`config.mk`:
```
export PLATFORM = sky130hd
export DESIGN_NAME = kf76489_bus_write_sequencer
export DESIGN_NICKNAME = d
export VERILOG_FILES = /design/src/rtl/kf76489_pkg.sv /design/src/rtl/kf76489_cmd_fifo.sv /design/src/rtl/kf76489_bus_write_sequencer.sv
export SDC_FILE = /design/constraint.sdc
export NUM_CORES = 1
export LEC_CHECK = 0
export CAP_MARGIN = 20
export CORE_MARGIN = 2
export CORE_UTILIZATION = 40
export CTS_CLUSTER_SIZE = 30
export DETAILED_ROUTE_END_ITERATION = 8
export DONT_BUFFER_PORTS = 1
export SLEW_MARGIN = 20
export SYNTH_ARGS = -nofsm -noshare
export SYNTH_HDL_FRONTEND = slang
export SYNTH_SLANG_ARGS = --single-unit
```
`constraint.sdc`:
```
create_clock -name clock -period 4.95 [get_ports clock]
set_input_delay 0.99 -clock clock [delete_from_list [all_inputs] [get_ports clock]]
set_output_delay 0.99 -clock clock [all_outputs]
set_load 0.03 [all_outputs]
```
`src/rtl/kf76489_pkg.sv`:
```
// Shared definitions for the KF76489 bus write sequencer: register codes,
// command layout, sequencer states and byte-encoding helpers.
package kf76489_pkg;

  localparam logic [2:0] TONE1_FREQ = 3'b000;
  localparam logic [2:0] TONE2_FREQ = 3'b010;
  localparam logic [2:0] TONE3_FREQ = 3'b001;
  localparam logic [2:0] NOISE_CTRL = 3'b011;
  localparam logic [2:0] TONE1_ATTN = 3'b100;
  localparam logic [2:0] TONE2_ATTN = 3'b110;
  localparam logic [2:0] TONE3_ATTN = 3'b101;
  localparam logic [2:0] NOISE_ATTN = 3'b111;

  localparam int CMD_W = 13;

  typedef struct packed {
    logic [2:0] reg_code;
    logic [9:0] value;
  } cmd_t;

  typedef enum logic [2:0] {
    IDLE  = 3'd0,
    L_STB = 3'd1,
    L_GAP = 3'd2,
    D_STB = 3'd3,
    D_GAP = 3'd4
  } seq_state_t;

  // Only the three tone frequency registers carry a second (data) byte.
  function automatic logic is_freq_reg(input logic [2:0] code);
    return (code[2] == 1'b0) && (code != NOISE_CTRL);
  endfunction

  function automatic logic [7:0] latch_byte(input logic [2:0] code, input logic [9:0] value);
    return {value[3:0], code, 1'b1};
  endfunction

  function automatic logic [7:0] data_byte(input logic [9:0] value);
    return {value[9:4], 2'b00};
  endfunction

endpackage

```
`src/rtl/kf76489_cmd_fifo.sv`:
```
// Synchronous command FIFO; pop data is the head entry, valid whenever empty is low.
// Latency: one clock write-to-visible. Push while full and pop while empty are ignored.
module kf76489_cmd_fifo #(
  parameter int DEPTH = 4,
  parameter int WIDTH = 13
) (
  input  logic             clock,
  input  logic             reset,
  input  logic             push,
  input  logic [WIDTH-1:0] push_dat,
  input  logic             pop,
  output logic [WIDTH-1:0] pop_dat,
  output logic             full,
  output logic             empty
);

  localparam int AW = $clog2(DEPTH);

  logic [WIDTH-1:0] mem [DEPTH];
  logic [AW:0]      wr_ptr;
  logic [AW:0]      rd_ptr;
  logic             do_push;
  logic             do_pop;

  // Extra pointer bit distinguishes full from empty when the indices match.
  assign empty   = (wr_ptr == rd_ptr);
  assign full    = (wr_ptr[AW] != rd_ptr[AW]) && (wr_ptr[AW-1:0] == rd_ptr[AW-1:0]);
  assign do_push = push && !full;
  assign do_pop  = pop && !empty;
  assign pop_dat = mem[rd_ptr[AW-1:0]];

  always_ff @(posedge clock or posedge reset) begin
    if (reset) begin
      wr_ptr <= '0;
      rd_ptr <= '0;
    end else begin
      if (do_push) wr_ptr <= wr_ptr + 1'b1;
      if (do_pop)  rd_ptr <= rd_ptr + 1'b1;
    end
  end

  always_ff @(posedge clock) begin
    if (do_push) mem[wr_ptr[AW-1:0]] <= push_dat;
  end

endmodule

```
`src/rtl/kf76489_bus_write_sequencer.sv`:
```
// Host-side KF76489 write-port driver: buffers register commands and emits
// latch/data bytes on CE_N/WE_N/D_OUT with programmable strobe/gap, stretched by READY.
module kf76489_bus_write_sequencer
  import kf76489_pkg::*;
#(
  parameter int FIFO_DEPTH    = 4,
  parameter int STROBE_CYCLES = 1,
  parameter int GAP_CYCLES    = 1
) (
  input  logic       clock,
  input  logic       reset,
  input  logic       cmd_valid,
  output logic       cmd_ready,
  input  logic [2:0] cmd_reg,
  input  logic [9:0] cmd_value,
  input  logic       READY,
  output logic       CE_N,
  output logic       WE_N,
  output logic [7:0] D_OUT,
  output logic       busy
);

  localparam int STB_LAST = STROBE_CYCLES - 1;
  localparam int GAP_LAST = GAP_CYCLES - 1;
  localparam int CNT_MAX  = (STB_LAST > GAP_LAST) ? STB_LAST : GAP_LAST;
  localparam int CNT_W    = (CNT_MAX > 0) ? $clog2(CNT_MAX + 1) : 1;

  logic       fifo_full;
  logic       fifo_empty;
  logic       fifo_pop;
  cmd_t       fifo_dout;
  cmd_t       fifo_din;

  seq_state_t state_q, state_d;
  logic [CNT_W-1:0] cnt_q, cnt_d;
  cmd_t       cur_q, cur_d;
  logic       strb_n_q, strb_n_d;
  logic [7:0] d_out_q, d_out_d;

  assign fifo_din = '{reg_code: cmd_reg, value: cmd_value};

  kf76489_cmd_fifo #(
    .DEPTH (FIFO_DEPTH),
    .WIDTH (CMD_W)
  ) u_cmd_fifo (
    .clock    (clock),
    .reset    (reset),
    .push     (cmd_valid),
    .push_dat (fifo_din),
    .pop      (fifo_pop),
    .pop_dat  (fifo_dout),
    .full     (fifo_full),
    .empty    (fifo_empty)
  );

  assign cmd_ready = !fifo_full;
  assign CE_N      = strb_n_q;
  assign WE_N      = strb_n_q;
  assign D_OUT     = d_out_q;
  assign busy      = !fifo_empty || (state_q != IDLE);

  always_comb begin
    state_d  = state_q;
    cnt_d    = cnt_q;
    cur_d    = cur_q;
    strb_n_d = strb_n_q;
    d_out_d  = d_out_q;
    fifo_pop = 1'b0;

    case (state_q)
      IDLE: begin
        if (!fifo_empty) begin
          fifo_pop = 1'b1;
          cur_d    = fifo_dout;
          d_out_d  = latch_byte(fifo_dout.reg_code, fifo_dout.value);
          strb_n_d = 1'b0;
          cnt_d    = '0;
          state_d  = L_STB;
        end
      end

      L_STB, D_STB: begin
        // Minimum width first; READY only matters once it has elapsed.
        if ((cnt_q >= CNT_W'(STB_LAST)) && READY) begin
          strb_n_d = 1'b1;
          cnt_d    = '0;
          state_d  = (state_q == L_STB) ? L_GAP : D_GAP;
        end else if (cnt_q < CNT_W'(STB_LAST)) begin
          cnt_d = cnt_q + 1'b1;
        end
      end

      L_GAP, D_GAP: begin
        if (cnt_q >= CNT_W'(GAP_LAST)) begin
          cnt_d = '0;
          if ((state_q == L_GAP) && is_freq_reg(cur_q.reg_code)) begin
            d_out_d  = data_byte(cur_q.value);
            strb_n_d = 1'b0;
            state_d  = D_STB;
          end else if (!fifo_empty) begin
            // Back-to-back: launch the next latch byte without visiting IDLE.
            fifo_pop = 1'b1;
            cur_d    = fifo_dout;
            d_out_d  = latch_byte(fifo_dout.reg_code, fifo_dout.value);
            strb_n_d = 1'b0;
            state_d  = L_STB;
          end else begin
            state_d = IDLE;
          end
        end else begin
          cnt_d = cnt_q + 1'b1;
        end
      end

      default: begin
        state_d  = IDLE;
        strb_n_d = 1'b1;
        cnt_d    = '0;
      end
    endcase
  end

  always_ff @(posedge clock or posedge reset) begin
    if (reset) begin
      state_q  <= IDLE;
      cnt_q    <= '0;
      cur_q    <= '0;
      strb_n_q <= 1'b1;
      d_out_q  <= 8'hFF;
    end else begin
      state_q  <= state_d;
      cnt_q    <= cnt_d;
      cur_q    <= cur_d;
      strb_n_q <= strb_n_d;
      d_out_q  <= d_out_d;
    end
  end

endmodule

```
[Word-level counts from Yosys, hierarchy flattened]
Memories as Yosys holds them, arrays and structs flattened.
Cells that the tools add are included.
Storage, ports and cells
  input bits: 17
  logic and storage cells: 78
  memories kept: 1
  RAM bits: 52
  register bits: 32
  output and inout bits: 12
Operators by class
  add/sub/neg operators: 3
  eq/ne operators: 13
  reduce and logical (&&, ||, !) cells: 19
  bitwise operators: 1
  magnitude comparators: 2
  mux-type cells: 31
Memory list
  u_cmd_fifo.mem: depth 4, bits a word 13, read ports 1, clocked after memory_dff 0, wr ports 1, RTL line kf76489_cmd_fifo.sv:19  | logic [WIDTH-1:0] mem [DEPTH];
Operator list (count)
  13-bit two-way mux: 3
  13-bit one-hot mux with 2 select lines: 1
  8-bit two-way mux: 3
  8-bit one-hot mux with 2 select lines: 1
  1-bit two-way mux: 14
  3-bit two-way mux: 4
  3-bit one-hot mux with 3 select lines: 1
  2-bit inequality test (second input constant): 4
  3-bit by 1-bit adder with 3-bit output (second input constant): 2
  3-bit by 2-bit equality test with 1-bit output (second input constant): 2
  1-bit logical AND: 6
  1-bit one-hot mux with 3 select lines: 2
  2-bit AND reduction: 3
  3-bit AND reduction: 2
  2-bit OR reduction: 2
  3-bit by 1-bit equality test with 1-bit output (second input constant): 1
  3-bit equality test: 1
  3-bit equality test (second input constant): 1
  3-bit logical NOT: 1
  3-bit by 2-bit inequality test with 1-bit output (second input constant): 1
  3-bit inequality test (second input constant): 1
  3-bit nonzero test: 1
  2-bit equality test: 1
  1-bit logical NOT: 2
  9 further kinds: 9

[Longest topological paths before layout]
Gate-level depths: netlist of the first run.
  depth in word-level cells: 7
  mapped depth: 8

[Modules after synthesis]
Synthesis of the first run repeated with hierarchy kept, for this count alone.
Unflattened totals
  cell total of the unflattened synthesis: 197
  area total of the unflattened synthesis: 3354.5 µm²
Modules (own cells, without submodules)
  kf76489_cmd_fifo: instances 1, area each 2397.3 µm², cells each 118
  kf76489_bus_write_sequencer: instances 1, area each 957.2 µm², cells each 79

[Worst setup path after synthesis of the first run]
Ideal clock, no wire load.
  kind: flip-flop to output port
  start point: reg u_cmd_fifo.rd_ptr[0]
  end point: out busy
  setup slack: 2.236 ns
  buffers on the path: 2
  data arrival time: 1.724 ns
  cell stages (with the launch flop): 6
  required time: 3.960 ns
  cell sequence: dfrtp_1 -> buf_6 -> xor2_1 -> or3_1 -> buf_2 -> or4_1
Between the ends
  word-level cells in the longest chain between the ends: 3
Ends and longest elaborated chain
  from (decl): RTL line kf76489_cmd_fifo.sv:21  | logic [AW:0] rd_ptr;
  from (signal assigned): RTL line kf76489_cmd_fifo.sv:38  | if (do_pop) rd_ptr <= rd_ptr + 1'b1;
  3-bit equality test: RTL line kf76489_cmd_fifo.sv:26  | assign empty = (wr_ptr == rd_ptr);
  1-bit logical NOT: RTL line kf76489_bus_write_sequencer.sv:60  | assign busy = !fifo_empty || (state_q != IDLE);
  1-bit logical OR: RTL line kf76489_bus_write_sequencer.sv:60
  to (decl): RTL line kf76489_bus_write_sequencer.sv:20  | output logic busy
Every way passes these cells.

[Worst setup path after layout of the first run]
  start point: reg u_cmd_fifo.rd_ptr[1]
  end point: out busy
The elaborated chain is that of the path after synthesis.

==> summary.md, run 1 <==
| Metric | Value |
|---|---|
| Finished Layout Cells | `289` |
| Most common cell in the synthesized netlist | `edfxtp_1` |
| Total Power | `2.470 mW` |
| Worst skew pair latency | `0.34 ns` |
| Synth cell types | `37` |
| Pwr per Cell Area | `702.7 nW/um^2` |
| Cells after DPL | `roughly 270` |
| N_diodes | `0` |
| Synth top area share | `48.50%` |
| Synthesis-to-finish area growth | `9.172%` |
| Drt initial violations | `79` |
| Logic pwr share | `32.1%` |
| Seq/Total Area, Yosys | `69.84%` |
| CP arrival | `2.46 ns` |
| P_sw | `0.8432 mW` |
| Setup Crit Path Kind | `flip-flop to output pin` |
| Clock group share of total power | `20.7%` |
| Slew @ Worst Pin | `0.8110 ns` |
| Slowest stage cell on the critical path | `dfrtp_1` |
| Post-CTS Hold Fix Bufs | `0` |
| H-tree levels | `3` |
| Reg2Reg Depth | `3` |
| Fin Clk Skew | `roughly 0.0086 ns` |
| Row cnt | `32` |
| Synth area leader | `edfxtp_1` |
| Total GRT Usage | `between 10 and 15%` |
| DRT Wirelength | `5736 um` |
| #FFs+latches synth | `79` |
| Antenna viol nets, final | `0` |
| WP data required | `3.96 ns` |
| Die width | `93.71 um` |
| Post-route setup TNS | `0 ns` |
| Synthesized net count | `200` |
| Internal Power | `1.626 mW` |
| Fmax | `~0.29 GHz` |
| CTS clock-pin slew for the worst setup and hold paths | `0.07 ns` |
| FF-to-FF Start | `u_cmd_fifo.rd_ptr[1]` |
| Pre-CTS setup slack | `1.856 ns` |
| Critical path endpoint category | `output pin` |
| Worst Hold Class | `primary input to async pin` |
| First-pass GRT wire length | `9087 um` |
| Number of global-route vias before repair | `1,709` |
| Largest net degree at the start of global routing | `28` |
| Commonest cells post-synth | `edfxtp_1 (52), dfrtp_1 (18), mux4_2 (11), dfstp_2 (9), a221o_1 (6)` |
| Layout Utilization | `45.25%` |
| Lkg Pwr | `1.273 nW` |
| Synth top area cells | `edfxtp_1 (49%), dfrtp_1 (14%), mux4_2 (7.7%)` |
| Die area | `8782 um^2` |
| Port-buffer cells | `0` |
| Syn_area_per_cell | `between 15 and 20 um^2` |
| CTS tree | `yes` |
| Count of flip-flops with a built-in enable after synthesis | `52` |
| Max Buffers Root-to-Sink | `2` |
| Share of cells above drive strength 1 | `between 20 and 25%` |
| Final WS setup | `1.499 ns` |
| Outcome | `complete, no violations` |
| Slew headroom | `45.94%` |
| Nets@finish | `around 200` |
| CP Max Fanout | `17` |
| Dpl cell area | `around 3300 um^2` |
| Minimum clock period | `roughly 3.5 ns` |
| Die height | `roughly 94 um` |
| # IOs | `29` |
| FF-to-FF setup slack | `approximately 2.3 ns` |
| Final hold vios | `0` |
| Peak supply drop | `0.0002131 V` |
| Crit-path leading delay family | `simple AND/OR/NAND/NOR gates` |
| FF-to-FF End | `u_cmd_fifo.mem[3][6]` |
| RSZ-0062 raised after global routing | `false` |
| Final Cell Area | `3515 um^2` |
| Drc violations | `0` |
| Initial antenna violation count | `0` |
| Grt ovf | `0` |
| Vias | `1,531` |
| Placeable Area | `7767 um^2` |
| Sw Ratio | `34.14%` |
| Final period util | `a little over two thirds` |
| Critical path, cell by cell | `xor2_1 > or3_1 > or4_1` |
| Syn Inst Count | `~180` |
| Via density | `~5.3` |
| CP max stage delay | `0.85 ns` |
| Post-synthesis cell area | `between 3000 and 4000 um^2` |
| Wire length per cell | `between 15 and 20 um` |
| Starting density of the core | `approximately two fifths` |
| Synth Warn # | `0` |
| CTS root buffer | `clkbuf_8` |
| Number of buffers created by CTS | `9` |
| Startpoint types | `flip-flop` |
| Post-CTS Setup Inserts | `0` |
| Clock sink count | `79` |
| Max Cap Viol | `0` |
| Async SR Flop Fraction | `approximately 34%` |
| # setup viols final | `0` |
| Crit path buffers/inverters | `0` |
| Register share of total power | `47.2%` |
| Resized Gates After CTS | `0` |
| DR pass1 iterations | `4` |
| Min Hold Slack | `0.4325 ns` |
| Slew Viols, Final | `0` |
| Post-synth top flop | `edfxtp_1` |
| GPL Wtd Cong | `0.7144` |
[cells by family (layout without fill, tap and decap cells)]
kind of cell	after synthesis	after routing	synth area share, %
XOR/XNOR	10	10	2.720
AND/OR/NAND/NOR	33	33	6.063
flip-flops	79	79	69.84
AO/OA/AOI/OAI	17	17	4.158
buffers and inverters	13	22	2.565
adder cells (fa/ha/maj)	5	5	1.943
multiplexers	21	21	12.71
[final cells by class]
type | instances | area, um^2
repair buffers | 2 | 22.52
flip-flops and latches | 79 | 2248
clock buffers | 11 | 131.4
inverters | 4 | 15.01
fillers | 692 | 4253
multi-input cells | 86 | 888.4
clock inverters | 5 | 81.33
well taps | 102 | 127.6
[sequential cells by signal (all words and copies together) (netlist names)]
signal             flops
u_cmd_fifo.wr_ptr      3
state_q                3
u_cmd_fifo.rd_ptr      3
CE_N                   1
cur_q                  9
u_cmd_fifo.mem        52
D_OUT                  8
[placed cells by master (no fill, tap or decap), drive strengths merged, types with 3 or more instances in the layout]
cell	count
ha	5
o21ai	3
dfstp	9
clkinv	3
inv	4
nor2	5
and2	4
clkbuf	11
mux4	13
xnor2	5
edfxtp	52
and3	5
nand2	5
mux2	8
xor2	5
nand3	4
a21oi	3
dfrtp	18
a221o	6
[worst register-to-register path: stages (launching register included)]
cell and delay (ns):
dfrtp_1 0.85, xnor2_1 0.17, a31oi_1 0.49, and2_1 0.74
[how the worst max path moves through the flow]
| stage | end | slack [ns] | cells after the start | startpoint |
|---|---|---|---|---|
| finish | busy | 1.50 | 3 | u_cmd_fifo.rd_ptr[1] |
| global route | busy | 1.37 | 3 | u_cmd_fifo.rd_ptr[1] |
| CTS | busy | 1.48 | 3 | u_cmd_fifo.rd_ptr[1] |
| detailed placement | busy | 1.86 | 3 | u_cmd_fifo.rd_ptr[1] |
| global placement | busy | 1.89 | 3 | u_cmd_fifo.rd_ptr[1] |
| floorplan | busy | 2.24 | 5 | u_cmd_fifo.rd_ptr[0] |
[power by group through the flow]
| stage | logic [mW] | registers [mW] | clock network [mW] |
|---|---|---|---|
| floorplan | 0.727 | 1.11 | 0 |
| finish | 0.793 | 1.17 | 0.510 |
| detailed placement | 0.799 | 1.19 | 0 |
| CTS | 0.807 | 1.17 | 0.524 |
| global route | 0.874 | 1.19 | 0.553 |
| global placement | 0.778 | 1.17 | 0 |
[per-layer routing]
metal / GRT usage, % / vias to the layer above / routed length [um]
met4: 5.797 / 0 / 97
met3: 4.414 / 10 / 243
met5: 0 / - / 0
met1: 16.89 / 790 / 2434
met2: 24.58 / 31 / 2960
li1: - / 700 / -
(Power assumes the default switching activity.)
==> run 2, diff against run 1 <==
==> constraint.sdc (replaced) <==
create_clock -name clock -period 2.88 [get_ports clock]
set_input_delay 0.576 -clock clock [delete_from_list [all_inputs] [get_ports clock]]
set_output_delay 0.576 -clock clock [all_outputs]
set_load 0.03 [all_outputs]
==> run 2 against run 1 <==
Final cell count grew 2.4%. Count of clock-buffer cells in the layout grew 1. Non-clock buffer count grew 7. Core utilization grew 0.40 points. Register-to-register slack lost 1.7 ns. Hold slack lost 0.38 ns. Critical path depth is the same. Sequential cell count is the same. Total power grew 71%. First-iteration DRC count grew 54%. Critical endpoint unchanged. Largest cell class unchanged.
==> summary.md, run 2 (synthesis results as in run 1) <==
| Metric | Value |
|---|---|
| Outcome | `complete, no violations` |
| Total Power | `4.226 mW` |
| Routed wl met2 | `~3000 um` |
| Fin Clk Skew | `0.004304 ns` |
| CTS tree | `yes` |
| Critical path endpoint category | `output pin` |
| Startpoint types | `flip-flop` |
| CP Launch Point | `u_cmd_fifo.wr_ptr[0]` |
| Port-buffer cells | `0` |
| H-tree levels | `3` |
| Met3 WL | `266 um` |
| Minimum clock period | `2.651 ns` |
| Number of buffers created by CTS | `9` |
| Number of global-route vias before repair | `between 1,500 and 2,000` |
| RSZ-0062 raised after global routing | `false` |
| Peak supply drop | `0.0004359 V` |
| Antenna viol nets, final | `0` |
| Lkg Pwr | `1.301 nW` |
| Setup crit end | `busy` |
| Total GRT Usage | `14.99%` |
| Via density | `5.324` |
| Final period util | `92.06%` |
| Slew Viols, Final | `0` |
| FF-to-FF Start | `u_cmd_fifo.rd_ptr[0]` |
| Nets@finish | `211` |
| Resized Gates After CTS | `0` |
| Setup Crit Path Kind | `flip-flop to output pin` |
| Share of cells above drive strength 1 | `a little over a quarter` |
| Commonest non-fill, non-tap cell in the layout | `edfxtp_1` |
| CP arrival | `2.08 ns` |
| Worst Hold Class | `primary input to async pin` |
| Min Hold Slack | `between 0.05 and 0.06 ns` |
| Number of flip-flops under the largest register name | `52` |
| Placeable Area | `7767 um^2` |
| Vias | `around 1,600` |
| Fmax | `0.3772 GHz` |
| CTS root buffer | `clkbuf_8` |
| CTS clock-pin slew for the worst setup and hold paths | `0.07 ns` |
| # setup viols final | `0` |
| CP max stage delay | `0.61 ns` |
| Max Buffers Root-to-Sink | `2` |
| Clock sink count | `79` |
| Crit path buffers/inverters | `0` |
| # IOs | `29` |
| Drc violations | `0` |
| Pre-CTS setup slack | `0.5985 ns` |
| Drt initial violations | `about 120` |
| Max Cap Viol | `0` |
| DR pass1 iterations | `4` |
| Slew @ Worst Pin | `0.7692 ns` |
| Critical path, cell by cell | `xor2_1 > or3_1 > or4_1` |
| Die width | `93.71 um` |
| Synthesis-to-finish area growth | `10.14%` |
| Largest net degree at the start of global routing | `27` |
| Most frequent cells in the layout | `edfxtp_1 (52), dfrtp_1 (18), mux4_2 (11), clkbuf_8 (10), dfstp_2 (9)` |
| FF-to-FF setup slack | `0.65 ns` |
| First-pass GRT wire length | `around 9400 um` |
| Slew headroom | `48.41%` |
| WP data required | `2.30 ns` |
| Final WS setup | `approximately 0.23 ns` |
| Post-CTS Setup Inserts | `0` |
| Pwr per Cell Area | `1192 nW/um^2` |
| Reg2Reg Depth | `5` |
| Cells after DPL | `279` |
| FF-to-FF End | `u_cmd_fifo.mem[3][3]` |
| GPL Wtd Cong | `roughly 0.8` |
| Grt ovf | `0` |
| Wire length per cell | `20.24 um` |
| Finished Layout Cells | `296` |
| Worst skew pair latency | `0.34 ns` |
| Row cnt | `32` |
| Post-Route M1 WL | `approximately 2500 um` |
| DRT Wirelength | `~6000 um` |
| Slowest stage cell on the critical path | `or4_1` |
| Top routing layer used | `met4` |
| Final hold vios | `0` |
| Starting density of the core | `41.45%` |
| Die height | `between 90 and 100 um` |
| Post-route setup TNS | `0 ns` |
| Die area | `8782 um^2` |
| Initial antenna violation count | `0` |
| WP depth | `3` |
| CP Max Fanout | `7` |
| Crit-path leading delay family | `simple AND/OR/NAND/NOR gates` |
| N_diodes | `0` |
| Half-perimeter wire length after placement | `3876 um` |
| Post-CTS Hold Fix Bufs | `0` |
## run 2: cell types whose count changed in the layout (fill, tap and decap cells not counted)
cell / previous run / this run
inv_1: 3 / 4
bufinv_16: 2 / 1
clkinvlp_4: 0 / 1
buf_4: 1 / 8
clkinv_4: 1 / 0
inv_6: 1 / 0
clkinv_2: 0 / 1
clkbuf_8: 9 / 10
clkinv_1: 2 / 1
## run 2: final cells by class
type | count | area [um^2]
inverter | 4 | 15.01
clock buffer | 12 | 145.1
fill | 693 | 4222
sequential | 79 | 2248
timing repair buffer | 9 | 75.07
clock inverter | 4 | 46.29
multi-input combinational | 86 | 888.4
tap | 102 | 127.6
## run 2: worst reg2reg max path: stages, from the launching register on
cell and delay (ns):
dfrtp_1 0.37, buf_4 0.32, xnor2_1 0.15, a31oi_1 0.47, and2_1 0.35, buf_4 0.26
## run 2: power breakdown
part	internal [mW]	switching, mW
clock network	0.421	0.380
registers	1.64	0.323
logic	0.696	0.764
## run 2: how the worst min path moves through the flow
stage | depth (start not counted) | end | start
after global routing | 1 | u_cmd_fifo.rd_ptr[0] | reset
after detailed placement | 1 | u_cmd_fifo.wr_ptr[2] | u_cmd_fifo.wr_ptr[2]
final | 1 | u_cmd_fifo.rd_ptr[0] | reset
after CTS | 0 | u_cmd_fifo.mem[2][2] | cmd_value[2]
after floorplan | 1 | cur_q[12] | cur_q[12]
after global placement | 1 | u_cmd_fifo.wr_ptr[2] | u_cmd_fifo.wr_ptr[2]
## run 2: metrics by stage
stage / utilization [%] / cell area, um^2
floorplan: - / 3219
global placement: 42.99 / 3339
detailed placement: 42.99 / 3339
CTS: 45.46 / 3531
global route: 45.65 / 3546
finish: 45.65 / 3546
## run 2: metal layers
layer | vias to the layer above | GRT usage [%]
met5 | - | 0
li1 | 711 | -
met2 | 38 | 24.46
met3 | 14 | 3.772
met4 | 0 | 8.333
met1 | 813 | 18.23
==> run 3, diff against run 2 <==
--- a/config.mk
+++ b/config.mk
@@ -6,6 +6,7 @@
 export NUM_CORES = 1
 export LEC_CHECK = 0
 export CAP_MARGIN = 20
+export CORE_ASPECT_RATIO = 0.6
 export CORE_MARGIN = 2
 export CORE_UTILIZATION = 40
 export CTS_CLUSTER_SIZE = 30
==> run 3 against run 2 <==
Sequential share of layout area shrank 1.1 points. Clock power grew 34%. Sequential cell count stayed put. Register-to-register slack worse by 0.09 ns. Combinational power about the same. Core utilization is 0.28 points higher. Wire length down 0.43%. Worst setup slack better by 0.0051 ns. Die area rose by 0.27%. Hold slack gained 0.037 ns. Maximum frequency up 0.19%. Largest cell class unchanged.
==> summary.md, run 3 (synthesis results as in run 1) <==
| Metric | Value |
|---|---|
| Outcome | `complete, no violations` |
| Min Hold Slack | `0.08990 ns` |
| H-tree levels | `3` |
| Number of buffers created by CTS | `9` |
| Layout Utilization | `45.93%` |
| DR pass1 iterations | `4` |
| Critical path, cell by cell | `xor2_1 > or3_1 > or4_1` |
| CTS tree | `yes` |
| DRT Wirelength | `5966 um` |
| Final WS setup | `about 0.23 ns` |
| Slowest stage cell on the critical path | `or4_1` |
| Via density | `5.212` |
| Number of flip-flops under the largest register name | `52` |
| Slew Viols, Final | `0` |
| Crit-path leading delay family | `simple AND/OR/NAND/NOR gates` |
| Die height | `about 73 um` |
| GPL Wtd Cong | `0.7845` |
| Drt initial violations | `122` |
| Fin Clk Skew | `0.005607 ns` |
| First-pass GRT wire length | `9418 um` |
| Final period util | `91.88%` |
| Final hold vios | `0` |
| Grt ovf | `0` |
| Nets@finish | `206` |
| CP Max Fanout | `7` |
| Commonest non-fill, non-tap cell in the layout | `edfxtp_1` |
| Most frequent cells in the layout | `edfxtp_1 (52), dfrtp_1 (18), mux4_2 (11), dfstp_2 (9), clkbuf_16 (9)` |
| Drc violations | `0` |
| N_diodes | `0` |
| # IOs | `29` |
| Minimum clock period | `2.646 ns` |
| Peak supply drop | `0.0004919 V` |
| Setup Crit Path Kind | `flip-flop to output pin` |
| Total GRT Usage | `15.22%` |
| Dpl cell area | `3309 um^2` |
| Resized Gates After CTS | `0` |
| Pre-CTS setup slack | `0.5383 ns` |
| Share of cells above drive strength 1 | `25.40%` |
| Synthesis-to-finish area growth | `12.01%` |
| Placeable Area | `7851 um^2` |
| Startpoint types | `flip-flop` |
| Lkg Pwr | `1.318 nW` |
| CTS clock-pin slew for the worst setup and hold paths | `0.06 ns` |
| # setup viols final | `0` |
| Post-route setup TNS | `0 ns` |
| Wire length per cell | `20.09 um` |
| Number of global-route vias before repair | `1,695` |
| Largest net degree at the start of global routing | `28` |
| Crit path buffers/inverters | `0` |
| Slew headroom | `49.13%` |
| Max Cap Viol | `0` |
| Filler Cell Count | `658` |
| Critical path endpoint category | `output pin` |
| RSZ-0062 raised after global routing | `false` |
| Clock sink count | `79` |
| CP max stage delay | `0.62 ns` |
| Worst skew pair latency | `0.33 ns` |
| Port-buffer cells | `0` |
| Final Cell Area | `3606 um^2` |
| WP data required | `2.30 ns` |
| Max Buffers Root-to-Sink | `2` |
| Die width | `~120 um` |
| Die area | `8806 um^2` |
| CP arrival | `~2.1 ns` |
| Half-perimeter wire length after placement | `4038 um` |
| Antenna viol nets, final | `0` |
| Post-CTS Setup Inserts | `0` |
| Initial antenna violation count | `0` |
| Fmax | `0.3779 GHz` |
| Pwr per Cell Area | `1242 nW/um^2` |
| Starting density of the core | `about two fifths` |
| CTS root buffer | `clkbuf_16` |
| Row cnt | `25` |
| Worst Hold Class | `primary input to async pin` |
| Vias | `1,548` |
| Slew @ Worst Pin | `0.7584 ns` |
| Post-CTS Hold Fix Bufs | `0` |
[run 3: routing by layer]
layer / routed length [um] / global-route usage (%) / vias up
li1: - / - / 700
met1: 2680 / 19.68 / 793
met2: 2698 / 23.17 / 43
met3: 480 / 6.134 / 12
met4: 107 / 6.275 / 0
met5: 0 / 0 / -
[run 3: worst register-to-register path, cell delays in order (launching register included)]
cell and delay, ns:
dfrtp_1 0.36, buf_4 0.32, xnor2_1 0.15, a31oi_1 0.46, and2_1 0.66
[run 3: through the flow]
stage	power, mW	instances
final	4.480	297
after global placement	3.375	280
after detailed placement	3.444	280
after floorplan	3.151	178
after global routing	4.721	297
after CTS	4.529	296
[run 3: report_power, final]
part / leakage [nW] / switching (mW) / internal [mW] / total, mW
Sequential: 0.784 / 0.320 / 1.65 / 1.97
Combinational: 0.393 / 0.765 / 0.673 / 1.44
Clock: 0.141 / 0.411 / 0.663 / 1.07
Total: 1.32 / 1.50 / 2.98 / 4.48
[run 3: worst paths after layout]
kind                                 startpoint                    to  slack (ns)  depth (start not counted)
min                                       reset              cur_q[7]        0.09                          1
min reg2reg                           cur_q[12]             cur_q[12]        0.49                          1
max                        u_cmd_fifo.wr_ptr[2]                  busy        0.23                          3
max reg2reg                u_cmd_fifo.rd_ptr[0]  u_cmd_fifo.mem[1][6]        0.56                          4
max in group asynchronous                 reset              D_OUT[7]        2.29                          2
min in group clock                 cmd_value[5]  u_cmd_fifo.mem[2][5]        0.34                          0
[run 3: final cells by class]
| cell class | instances | area [um^2] | share of cell area (%) |
|---|---|---|---|
| clock buffers | 11 | 232.7 | 6.454 |
| clock inverters | 5 | 48.80 | 1.353 |
| inverters | 4 | 15.01 | 0.4164 |
| multi-input cells | 86 | 888.4 | 24.64 |
| flip-flops and latches | 79 | 2248 | 62.35 |
| well taps | 108 | 135.1 | 3.747 |
| repair buffers | 4 | 37.54 | 1.041 |
